$ cat src/rtl/vend_pkg.sv
// Shared definitions for the vending sequencer: FSM states, selection codes,
// coin values in quarter units and default prices.
// Imported by vend_sequencer and change_payout.
package vend_pkg;

    typedef enum logic [1:0] {
        IDLE = 2'd0,
        VEND = 2'd1,
        PAY  = 2'd2,
        GAP  = 2'd3
    } state_t;

    localparam logic [1:0] SEL_NONE = 2'b00;
    localparam logic [1:0] SEL_1    = 2'b01;
    localparam logic [1:0] SEL_2    = 2'b10;

    localparam int QUARTER_VAL = 1;
    localparam int DOLLAR_VAL  = 4;

    localparam int DEF_PRICE1         = 4;
    localparam int DEF_PRICE2         = 6;
    localparam int DEF_MAX_CREDIT     = 8;
    localparam int DEF_CREDIT_W       = 4;
    localparam int DEF_TIMEOUT_CYCLES = 255;

endpackage

$ cat src/rtl/change_payout.sv
// Change payout engine: pays a loaded amount coin-by-coin to the hopper,
// dollars first, then quarters, with one idle GAP cycle between coins.
// Ports: load/amount start a payout (accepted only when idle); coin_ack from
// the hopper; coin_req/coin_dollar registered hopper request; paid = value
// retired this cycle (for the caller's credit); done = last GAP cycle.
module change_payout
    import vend_pkg::*;
#(
    parameter int CREDIT_W = DEF_CREDIT_W
) (
    input  logic                clk,
    input  logic                reset,
    input  logic                load,
    input  logic [CREDIT_W-1:0] amount,
    input  logic                coin_ack,
    output logic                coin_req,
    output logic                coin_dollar,
    output logic [CREDIT_W-1:0] paid,
    output logic                done
);

    localparam logic [CREDIT_W-1:0] Q_VAL = CREDIT_W'(QUARTER_VAL);
    localparam logic [CREDIT_W-1:0] D_VAL = CREDIT_W'(DOLLAR_VAL);

    state_t              state;
    logic [CREDIT_W-1:0] remaining;
    logic [CREDIT_W-1:0] coin_val;

    // Value of the coin currently being requested; only meaningful in PAY.
    assign coin_val = coin_dollar ? D_VAL : Q_VAL;
    assign paid     = (state == PAY && coin_ack) ? coin_val : '0;
    assign done     = (state == GAP) && (remaining == '0);

    always_ff @(posedge clk) begin
        if (reset) begin
            state       <= IDLE;
            remaining   <= '0;
            coin_req    <= 1'b0;
            coin_dollar <= 1'b0;
        end else begin
            case (state)
                IDLE: begin
                    if (load && amount != '0) begin
                        remaining   <= amount;
                        coin_req    <= 1'b1;
                        coin_dollar <= (amount >= D_VAL);
                        state       <= PAY;
                    end
                end
                PAY: begin
                    // coin_dollar was chosen against remaining, so the
                    // subtraction can never wrap.
                    if (coin_ack) begin
                        remaining   <= remaining - coin_val;
                        coin_req    <= 1'b0;
                        coin_dollar <= 1'b0;
                        state       <= GAP;
                    end
                end
                GAP: begin
                    if (remaining != '0) begin
                        coin_req    <= 1'b1;
                        coin_dollar <= (remaining >= D_VAL);
                        state       <= PAY;
                    end else begin
                        state <= IDLE;
                    end
                end
                default: state <= IDLE;
            endcase
        end
    end

endmodule

$ cat src/rtl/vend_sequencer.sv
// Vending controller: accumulates coin credit, arbitrates cancel > coin >
// selection, requests a vend and then pays change through change_payout.
// Ports: front-panel pulses (quarter_in, dollar_in, selection, cancel),
// dispenser handshake (vend_req/vend_item/vend_done), hopper handshake
// (coin_req/coin_dollar/coin_ack), status (credit, coin_reject, busy, vend_fault).
// Optional: define VEND_TIMEOUT_EN to add a vend_done watchdog that refunds
// all credit after TIMEOUT_CYCLES cycles in VEND.
module vend_sequencer
    import vend_pkg::*;
#(
    parameter int PRICE1         = DEF_PRICE1,
    parameter int PRICE2         = DEF_PRICE2,
    parameter int MAX_CREDIT     = DEF_MAX_CREDIT,
    parameter int CREDIT_W       = DEF_CREDIT_W,
    parameter int TIMEOUT_CYCLES = DEF_TIMEOUT_CYCLES
) (
    input  logic                clk,
    input  logic                reset,
    input  logic                quarter_in,
    input  logic                dollar_in,
    input  logic [1:0]          selection,
    input  logic                cancel,
    input  logic                vend_done,
    input  logic                coin_ack,
    output logic [CREDIT_W-1:0] credit,
    output logic                vend_req,
    output logic [1:0]          vend_item,
    output logic                coin_req,
    output logic                coin_dollar,
    output logic                coin_reject,
    output logic                busy,
    output logic                vend_fault
);

    localparam logic [CREDIT_W-1:0] Q_VAL = CREDIT_W'(QUARTER_VAL);
    localparam logic [CREDIT_W-1:0] D_VAL = CREDIT_W'(DOLLAR_VAL);
    localparam logic [CREDIT_W-1:0] P1    = CREDIT_W'(PRICE1);
    localparam logic [CREDIT_W-1:0] P2    = CREDIT_W'(PRICE2);
    localparam logic [CREDIT_W:0]   MAXC  = (CREDIT_W+1)'(MAX_CREDIT);

    // The top FSM uses IDLE, VEND and PAY; PAY covers the whole payout,
    // including the GAP cycles tracked inside change_payout.
    state_t              state;
    logic                coin_in;
    logic                dollar_fits;
    logic                quarter_fits;
    logic                sel_ok;
    logic [CREDIT_W-1:0] price;
    logic                do_cancel;
    logic                do_done;
    logic                timeout_hit;
    logic                pay_load;
    logic [CREDIT_W-1:0] pay_amount;
    logic [CREDIT_W-1:0] paid;
    logic                pay_done;

    assign coin_in      = quarter_in | dollar_in;
    assign dollar_fits  = ({1'b0, credit} + {1'b0, D_VAL}) <= MAXC;
    assign quarter_fits = ({1'b0, credit} + {1'b0, Q_VAL}) <= MAXC;
    assign sel_ok       = (selection == SEL_1 && credit >= P1) ||
                          (selection == SEL_2 && credit >= P2);
    assign price        = (vend_item == SEL_2) ? P2 : P1;
    assign busy         = (state != IDLE);

    assign do_cancel = (state == IDLE) && cancel && (credit != '0);
    assign do_done   = (state == VEND) && vend_done;

    // Change after a vend is credit-price; a cancel or timeout refunds it all.
    assign pay_amount = do_done ? (credit - price) : credit;
    assign pay_load   = do_cancel || timeout_hit ||
                        (do_done && credit != price);

`ifdef VEND_TIMEOUT_EN
    localparam int TCNT_W = $clog2(TIMEOUT_CYCLES + 1);
    localparam logic [TCNT_W-1:0] TLAST = TCNT_W'(TIMEOUT_CYCLES - 1);

    logic [TCNT_W-1:0] tcnt;
    logic              fault_q;

    // tcnt is 0 in the first VEND cycle, so the TIMEOUT_CYCLES-th VEND
    // cycle without vend_done triggers the refund.
    assign timeout_hit = (state == VEND) && !vend_done && (tcnt == TLAST);
    assign vend_fault  = fault_q;

    always_ff @(posedge clk) begin
        if (reset) begin
            tcnt    <= '0;
            fault_q <= 1'b0;
        end else begin
            fault_q <= timeout_hit;
            if (state == VEND) tcnt <= tcnt + 1'b1;
            else               tcnt <= '0;
        end
    end
`else
    assign timeout_hit = 1'b0;
    assign vend_fault  = 1'b0;
`endif

    always_ff @(posedge clk) begin
        if (reset) begin
            state       <= IDLE;
            credit      <= '0;
            vend_req    <= 1'b0;
            vend_item   <= SEL_NONE;
            coin_reject <= 1'b0;
        end else begin
            coin_reject <= 1'b0;
            case (state)
                IDLE: begin
                    if (do_cancel) begin
                        coin_reject <= coin_in;
                        state       <= PAY;
                    end else if (dollar_in) begin
                        if (dollar_fits) credit <= credit + D_VAL;
                        // A simultaneous quarter always goes to the chute.
                        coin_reject <= quarter_in | ~dollar_fits;
                    end else if (quarter_in) begin
                        if (quarter_fits) credit <= credit + Q_VAL;
                        coin_reject <= ~quarter_fits;
                    end else if (sel_ok) begin
                        vend_req  <= 1'b1;
                        vend_item <= selection;
                        state     <= VEND;
                    end
                end
                VEND: begin
                    coin_reject <= coin_in;
                    if (vend_done) begin
                        vend_req  <= 1'b0;
                        vend_item <= SEL_NONE;
                        credit    <= credit - price;
                        state     <= (credit != price) ? PAY : IDLE;
                    end else if (timeout_hit) begin
                        vend_req  <= 1'b0;
                        vend_item <= SEL_NONE;
                        state     <= PAY;
                    end
                end
                PAY: begin
                    coin_reject <= coin_in;
                    credit      <= credit - paid;
                    if (pay_done) state <= IDLE;
                end
                default: state <= IDLE;
            endcase
        end
    end

    change_payout #(
        .CREDIT_W (CREDIT_W)
    ) u_payout (
        .clk         (clk),
        .reset       (reset),
        .load        (pay_load),
        .amount      (pay_amount),
        .coin_ack    (coin_ack),
        .coin_req    (coin_req),
        .coin_dollar (coin_dollar),
        .paid        (paid),
        .done        (pay_done)
    );

endmodule

$ cat config.mk
export PLATFORM = sky130hd
export DESIGN_NAME = vend_sequencer
export DESIGN_NICKNAME = d
export VERILOG_FILES = /design/src/rtl/vend_pkg.sv /design/src/rtl/change_payout.sv /design/src/rtl/vend_sequencer.sv
export SDC_FILE = /design/constraint.sdc
export NUM_CORES = 1
export LEC_CHECK = 0
export CORE_ASPECT_RATIO = 1.2
export CORE_MARGIN = 3
export CORE_UTILIZATION = 45
export CTS_CLUSTER_SIZE = 12
export DETAILED_ROUTE_END_ITERATION = 16
export DONT_BUFFER_PORTS = 1
export GPL_TIMING_DRIVEN = 0
export PLACE_DENSITY = 0.64
export SLEW_MARGIN = 5
export SYNTH_ARGS = -nofsm -noshare
export SYNTH_HDL_FRONTEND = slang
export SYNTH_HIERARCHICAL = 1
export SYNTH_SLANG_ARGS = --single-unit
export TNS_END_PERCENT = 5
$ cat constraint.sdc
create_clock -name clk -period 6.7 [get_ports clk]
set_clock_uncertainty 0.15 [all_clocks]
set_input_delay 0.67 -clock clk [delete_from_list [all_inputs] [get_ports clk]]
set_output_delay 0.67 -clock clk [all_outputs]
set_load 0.005 [all_outputs]
==> results of run 1 <==
-- per-stage QoR --
stage | utilization | instance area (um^2) | power, W | setup slack [ps] | std cells
3_5_place_dp | 0.505 | 1760 | 0.000724 | 3890 | 264
2_1_floorplan | - | 1700 | 0.000615 | 4260 | 214
5_1_grt | 0.517 | 1800 | 0.000889 | 3580 | 267
4_1_cts | 0.517 | 1800 | 0.000804 | 3870 | 267
6_report | 0.517 | 1800 | 0.000802 | 3840 | 267
3_3_place_gp | 0.505 | 1760 | 0.000707 | 3930 | 264
-- power breakdown --
part           leakage (nW)  switching (W)  internal [W]  total (W)
clock                0.0216      0.0000362     0.0000399  0.0000762
combinational         0.527       0.000308      0.000227   0.000535
sequential            0.147      0.0000454      0.000146   0.000192
-- layout make-up --
cell class / instances / area [um^2] / area share
inverters: 20 / 75.1 / 0.0417
clock buffers: 3 / 41.3 / 0.0229
flip-flops and latches: 18 / 360 / 0.200
multi-input cells: 165 / 1190 / 0.661
plain buffers: 11 / 71.3 / 0.0396
well taps: 50 / 62.6 / 0.0348
-- synthesized netlist by cell type, drive strengths merged, types with 2 or more instances --
cell,count
inv,19
clkbuf,3
nand2b,3
a311oi,3
mux2i,3
o41ai,3
nor3,6
nand3,3
a21oi,21
nor2,18
nand2,16
nand3b,4
ha,17
conb,2
a211oi,4
nor2b,5
dfxtp,18
buf,8
and3,2
o31ai,3
o21a,2
xnor2,4
o21ai,13
nand4,2
-- layer usage --
metal | vias up | GRT usage | share of wire
met5 | - | 0 | 0
met4 | 0 | 0.0542 | 0.017
met3 | 8 | 0.0283 | 0.030
met2 | 25 | 0.336 | 0.52
met1 | 706 | 0.241 | 0.43
li1 | 770 | - | -
-- sequential cells by signal (all words and copies together), names as in the netlist --
signal	cells
vend_req	1
u_payout/remaining	4
state	2
coin_reject	1
u_payout/state	2
u_payout/coin_dollar	1
vend_item	2
u_payout/coin_req	1
credit	4
-- worst max-delay path by stage --
stage / from / end / slack, ps / cells past startpoint
4_1_cts: credit[2] / u_payout/remaining[2] / 3870 / 10
2_1_floorplan: credit[1] / u_payout/coin_dollar / 4260 / 10
3_5_place_dp: credit[2] / u_payout/remaining[2] / 3890 / 10
6_report: credit[2] / u_payout/remaining[2] / 3840 / 10
5_1_grt: credit[2] / u_payout/remaining[2] / 3580 / 10
3_3_place_gp: credit[2] / u_payout/remaining[2] / 3930 / 10
-- kinds of logic after synthesis --
family | after synthesis
muxes | 4
DFF | 18
xor gates and xnor gates | 5
AOI/OAI and AO/OA | 66
adders and majority gates | 18
buffers and inverters | 31
and+or+nand+nor | 69
other | 2
==> results.toml, run 1 <==
[clock_network]
clk_transition_reported_paths_ps = 70
post_cts_resized = 0
cts.repair_timing.setup_buffer_count = 0
tritoncts = "built"
h-tree-depth = 1
clock_tree.buffer_depth = 2
clk-insertion-delay-late_ps = 250
clkSinkCount = 18
clock_tree.root_cell = "clkbuf_8"
cts-hold-fix-buffers = 0
cts_made_buffers = 3

[critical_path]
r2r.worst_path.cells = 10
worst-r2r-setup-slack_ps = 3840
largest_fanout_on_the_critical_path = 9
crit_chain = "buf_2 > inv_1 > ha_1 > a21boi_1 > nand2_1 > o21ai_0 > o41ai_4 > o31ai_4 > nor2_1 > a311oi_1"
crit_type = "register to register"
timing.critical_path.from_type = "register"
cpLargestDelayFamily = "compound AO/OA/AOI/OAI gates"
max_stage_delay_ps = 490
worstSetupEndpointType = "register"
crit_path_dat_ps = 2870
worstPathRequired_ps = 6720
critical_path_buf_inv_count = 2
r2r-start = "credit[2]"
critical_path.reg2reg.endpoint = "u_payout/remaining[2]"
critical_path.slowest_cell = "dfxtp_1"

[grt]
first_pass_grt_wire_length_um = 6810
antenna_found_initial = 0
vias_in_the_first_global_route = 1506
grt_max_degree = 11
global_route.overflow_total = 0
global_route.usage.total = 0.194

[synth]
synth_area_leaders = "dfxtp_1, ha_1, a21oi_1"
synth-edff-count = 0
basic_gate_share_of_the_synthesized_area_counting_and_or_nand_and_nor_cells = 0.214
async_reset_ff_frac = 0
synth_top_family_by_area = "compound AO/OA/AOI/OAI gates"
synth_cell_types = 64
synth.yosys.seq_area_share = 0.213
synth_cells = 213
synth_adder_area_share = 0.138
synth.mux.area_fraction = 0.0244
yosys_register_bits = 18
synth_xor_area_frac = 0.0259
post-synth-top-area-cell = "dfxtp_1"
synthFlopType = "dfxtp_1"
syn_area_um2 = 1690
synth_compound_area_frac = 0.294
yosysWarnings = 6
syn-mean-instance-area_um2 = 7.94
synth_largest_type_area_fraction = 0.213

[cells_and_area]
layout_common_cells = "inv_1, a21oi_1, nor2_1, dfxtp_1, ha_1"
antenna-diode-count = 0
final_layout_size_suffix_gt1_frac = 0.115
final_net_count = 246
num-fill-cells = 323
syn2layout_area_growth_pct = 6.36

[sta]
layout_min_cycle_time_ps = 2860
final_hold_viol_count = 0
tns_ps = 0
tightest_pin_transition_ps = 517
maxSlewHeadroom = 0.655
finalHoldWorstSlack_ps = 321
finalSetupViolations = 0
grt_setup_unrepaired = "no"
max_freq_mhz = 350
fin_crit_sh = 0.426
drv_slew = 0

[drt]
detail_route.first_pass.iterations = 4
drc_violations_left = 0
avgRoutedWirePerCell_um = 14.6
routed_wirelength_um = 3900
first_iter_violations = 104
via_per_instance_ratio = 5.65
via_count = 1509
final_antenna_net_count = 0

[power_and_ir_drop]
power.density_nw_per_um2 = 446
vdd.ir_drop.worst_v = 0.000235
static-leakage-power_nw = 0.695

[worst_hold_path]
min_delay_path_depth = 1
path_class_of_the_lowest_slack_min_delay_path = "input pin to register"
min_to = "credit[3]"
hold_path_startpoint = "reset"

[placed_design]
gp_congestion = 0.862
port_buffers = 0
dp.final_hpwl_um = 3140

[die]
fp.dieArea_um2 = 4530
die_width_um = 62.0
die-height_um = 73.2
core_area_um2 = 3480
pin_count = 21
floorplan.initialDensity = 0.486
rows = 23

[outcome]
outcome = "finished clean"

[flow_run]
drv_cap = 0
Note: power is estimated with default switching activity, not from simulation.
==> run 2: changes to the inputs <==
Settings changed: PLACE_DENSITY 0.64 to 0.66.
Clock period 6.7 ns to 2.4 ns, I/O delays scaled along.
==> results.toml, run 2 (synthesis results as in run 1) <==
[cells_and_area]
layout_top_registers = "credit (4), u_payout/remaining (4)"
final_layout_size_suffix_gt1_frac = 0.270
final_net_count = 258
layout_common_cells = "inv_1, nor2_1, a21oi_1, nand2_1, buf_4"
syn2layout_area_growth_pct = 20.2
antenna-diode-count = 0

[clock_network]
tritoncts = "built"
h-tree-depth = 1
clock_tree.root_cell = "clkbuf_8"
clk-insertion-delay-late_ps = 260
clk_transition_reported_paths_ps = 70
cts_made_buffers = 3
clkSinkCount = 18
clock_tree.buffer_depth = 2

[drt]
first_iter_violations = 58
drc_violations_left = 0
detail_route.first_pass.iterations = 4
avgRoutedWirePerCell_um = 15.0
via_count = 1576
via_per_instance_ratio = 5.63
routed_wirelength_um = 4200
final_antenna_net_count = 0

[sta]
max_freq_mhz = 420
final_critical_path_setup_slack_ps = 19.4
finalSetupViolations = 0
tns_ps = 0
grt_setup_unrepaired = "yes"
fin_crit_sh = 0.992
layout_min_cycle_time_ps = 2380
drv_slew = 0
final_hold_viol_count = 0

[die]
floorplan.initialDensity = 0.486
die-height_um = 73.2
die_width_um = 62.0
pin_count = 21
fp.dieArea_um2 = 4530
rows = 23
core_area_um2 = 3480

[outcome]
outcome = "finished clean"

[critical_path]
crit_type = "register to register"
critical_path.slowest_cell = "dfxtp_4"
crit_path_dat_ps = 2410
worstSetupEndpointType = "register"
max_stage_delay_ps = 400
cpLargestDelayFamily = "compound AO/OA/AOI/OAI gates"
critical_path_buf_inv_count = 4
largest_fanout_on_the_critical_path = 8
worstPathRequired_ps = 2430
crit_chain = "clkbuf_8 > inv_2 > ha_2 > inv_2 > ha_4 > mux2_4 > o41ai_4 > o31ai_4 > buf_4 > o32ai_2"
cp_common_cell = "inv_2"
timing.critical_path.from_type = "register"

[grt]
global_route.overflow_total = 0
global_route.usage.total = 0.206
antenna_found_initial = 0
vias_in_the_first_global_route = 1572
grt_max_degree = 11
first_pass_grt_wire_length_um = 7180

[placed_design]
detailedPlace.worstSlack_ps = -412
port_buffers = 0
dp.final_hpwl_um = 3010
gp_congestion = 0.879

[power_and_ir_drop]
total_power_of_the_final_layout_w = 0.00254
vdd.ir_drop.worst_v = 0.000865
power.density_nw_per_um2 = 1250
static-leakage-power_nw = 0.786

[flow_run]
drv_cap = 0

[worst_hold_path]
path_class_of_the_lowest_slack_min_delay_path = "input pin to register"
## run 2: changes by cell type in the layout (fill, tap and decap cells not counted), moves of 4 or more
cell,before,now
a21oi_1,19,15
a21oi_2,2,6
buf_4,5,14
dfxtp_1,18,12
ha_1,17,12
ha_2,0,4
## run 2: what timing repair did
action / CTS / global route
hold endpoints to repair: 5 / 0
setup endpoints to repair: 10 / 14
hold buffers: 3 / 0
resized for setup: 26 / 15
setup buffers: 6 / 3
pin swaps: 4 / 3
## run 2: final cells by class
| class | instances | area, um^2 |
|---|---|---|
| Timing Repair Buffer | 12 | 97.6 |
| Buffer | 11 | 92.6 |
| Inverter | 20 | 75.1 |
| Sequential cell | 18 | 375 |
| Fill cell | 341 | 1450 |
| Tap cell | 50 | 62.6 |
| Clock buffer | 4 | 55.1 |
| Multi-Input combinational cell | 165 | 1270 |
## run 2: layer usage
metal	GRT usage	wire, um	up-vias
met5	0	0	-
met4	0.0684	35	0
met3	0.0301	166	5
met2	0.348	2140	36
met1	0.259	1860	738
li1	-	-	797
## run 2: path summary, 6_finish.rpt
check	start	to	slack [ps]	cells past startpoint
worst min-delay path	selection[0]	vend_item[0]	20	2
worst min register to register	vend_item[1]	vend_item[1]	340	2
worst max-delay path	credit[1]	u_payout/remaining[3]	20	10
worst max register to register	credit[1]	u_payout/remaining[3]	20	10
## run 2: power breakdown
group          internal [W]  switching [W]  leakage, nW
Combinational      0.000795       0.000935        0.606
Clock              0.000146       0.000113       0.0288
Sequential         0.000419       0.000136        0.150
Total               0.00136        0.00118        0.786
## run 2: worst reg2reg max path: cells and delay by family (launching register included)
| family | cells | cell delay [ps] |
|---|---|---|
| DFF | 1 | 400 |
| buffers and inverters | 4 | 380 |
| adders and majority gates | 2 | 360 |
| muxes | 1 | 290 |
| AOI/OAI and AO/OA | 3 | 710 |
## run 2: metrics by stage
stage | std cells | hold slack (ps) | area, um^2 | util
after global placement | 264 | 158 | 1760 | 0.505
final | 280 | 20.4 | 2030 | 0.584
after detailed placement | 264 | 157 | 1760 | 0.505
after CTS | 277 | 7.91 | 1960 | 0.564
after global routing | 280 | 10.7 | 2030 | 0.584
after floorplan | 214 | 152 | 1700 | -
==> run 3: changes to the inputs <==
Settings changed: CORE_UTILIZATION 45 to 57, CTS_CLUSTER_DIAMETER from default to 40, PLACE_DENSITY 0.66 to 0.79.
==> results.toml, run 3 (synthesis results as in run 1) <==
[sta]
max_freq_mhz = 423
fin_crit_sh = 0.985
final_critical_path_setup_slack_ps = 37.2
grt_setup_unrepaired = "yes"
final_hold_viol_count = 0
finalHoldWorstSlack_ps = 24.1
layout_min_cycle_time_ps = 2360
drv_slew = 0
finalSetupViolations = 0

[grt]
global_route.usage.total = 0.238
global_route.overflow_total = 0
vias_in_the_first_global_route = 1556
antenna_found_initial = 0
grt_max_degree = 11
first_pass_grt_wire_length_um = 7010

[clock_network]
cts_made_buffers = 3
clk_transition_reported_paths_ps = 110
h-tree-depth = 1
clk-insertion-delay-late_ps = 300
clkSinkCount = 18
clock_tree.root_cell = "clkbuf_4"
clock_tree.buffer_depth = 2
tritoncts = "built"

[power_and_ir_drop]
static-leakage-power_nw = 0.834
power.density_nw_per_um2 = 1260
switchingPower_w = 0.00127
share_clk_of_total_power = 0.075
pwr-share-seq = 0.212
vdd.ir_drop.worst_v = 0.000807
switching_share = 0.475
fraction_of_power_consumed_by_combinational_cells = 0.714
p_int_w = 0.00140

[cells_and_area]
syn2layout_area_growth_pct = 25.1
antenna-diode-count = 0
mostFrequentLayoutCell = "buf_4"
layout_common_cells = "buf_4, a21oi_1, inv_1, nor2_1, nand2_1"
final_net_count = 268
final-instance-count-excl-fill = 274
post_route_core_utilization = 0.753
final_layout_size_suffix_gt1_frac = 0.317
layout_top_registers = "credit (4), u_payout/remaining (4)"

[placed_design]
dp.final_hpwl_um = 3040
gp_congestion = 0.903
placed_cells_incl_taps = 248
detailedPlace.worstSlack_ps = -305
port_buffers = 0

[critical_path]
setup.worst_path.start = "u_payout/state[0]"
largest_fanout_on_the_critical_path = 6
critical_path.reg2reg.endpoint = "credit[1]"
worstPathRequired_ps = 2490
timing.critical_path.from_type = "register"
r2r-start = "u_payout/state[0]"
worstSetupEndpointType = "register"
crit_path_dat_ps = 2450
crit_type = "register to register"
r2r.worst_path.cells = 10
worst-r2r-setup-slack_ps = 40

[die]
floorplan.initialDensity = 0.602
die-height_um = 65.7
die_width_um = 55.7
pin_count = 21
rows = 21
core_area_um2 = 2810
fp.dieArea_um2 = 3660

[worst_hold_path]
min_to = "u_payout/state[1]"
path_class_of_the_lowest_slack_min_delay_path = "input pin to register"
hold_path_startpoint = "coin_ack"
min_delay_path_depth = 3

[drt]
drc_violations_left = 0
avgRoutedWirePerCell_um = 16.8
first_iter_violations = 131
final_antenna_net_count = 0
via_per_instance_ratio = 6.34
via_count = 1736
detail_route.first_pass.iterations = 5
routed_wirelength_um = 4610

[flow_run]
drv_cap = 0

[outcome]
outcome = "finished clean"
run 3: cell count changes in the layout (fill, tap and decap cells not counted), sizes merged:
| cell | before | now |
|---|---|---|
| dlygate4sd3 | 3 | 4 |
| buf | 17 | 27 |
| clkbuf | 7 | 6 |
run 3: worst max path at each step:
stage	to	slack [ps]	depth (start not counted)
floorplan	u_payout/remaining[2]	30	10
global placement	u_payout/remaining[2]	-290	10
detailed placement	u_payout/remaining[2]	-300	10
CTS	u_payout/remaining[3]	-20	10
global route	credit[1]	-80	11
finish	credit[1]	40	10
run 3: per-layer routing:
metal	vias to the layer above	GRT usage	part of all wire
met3	18	0.0255	0.051
li1	816	-	-
met1	830	0.274	0.40
met5	-	0	0
met2	72	0.450	0.53
met4	0	0.0821	0.023
run 3: metrics by stage:
stage	power [W]	area, um^2	setup TNS, ps
5_1_grt	0.00286	2120	-107
2_1_floorplan	0.00172	1700	0
6_report	0.00267	2120	0
3_5_place_dp	0.00200	1740	-2110
4_1_cts	0.00239	1960	-38.5
3_3_place_gp	0.00195	1740	-1730
run 3: critical path, stage by stage (launching register included):
cell and delay (ps):
dfxtp_4 380, nand3b_1 220, nor2_2 160, ha_2 180, inv_1 50, fa_1 470, nand2_1 60, o21ai_1 100
a22oi_1 80, or3_1 330, a21oi_2 120
run 3: timing repair:
| action | 4_1_cts | 5_1_grt |
|---|---|---|
| pin swaps | 6 | 11 |
| gates cloned | 0 | 0 |
| gates resized for setup | 35 | 20 |
| buffers inserted | 7 | 11 |
| setup endpoints to repair | 10 | 10 |
| endpoints found under the hold margin | 6 | 0 |
| hold buffers | 4 | 0 |
run 3: power groups by stage:
stage          Sequential [W]  Combinational, W  Clock, W
6_report             0.000565           0.00190  0.000199
3_5_place_dp         0.000539           0.00146         0
5_1_grt              0.000580           0.00206  0.000213
3_3_place_gp         0.000534           0.00142         0
4_1_cts              0.000553           0.00164  0.000197
2_1_floorplan        0.000505           0.00121         0
run 3: cell type report:
class                           count  area [um^2]
Multi-Input combinational cell    165         1310
Fill cell                         185          694
Sequential cell                    18          380
Timing Repair Buffer               22          175
Buffer                             11         93.8
Inverter                           20         77.6
Tap cell                           34         42.5
Clock buffer                        4         36.3
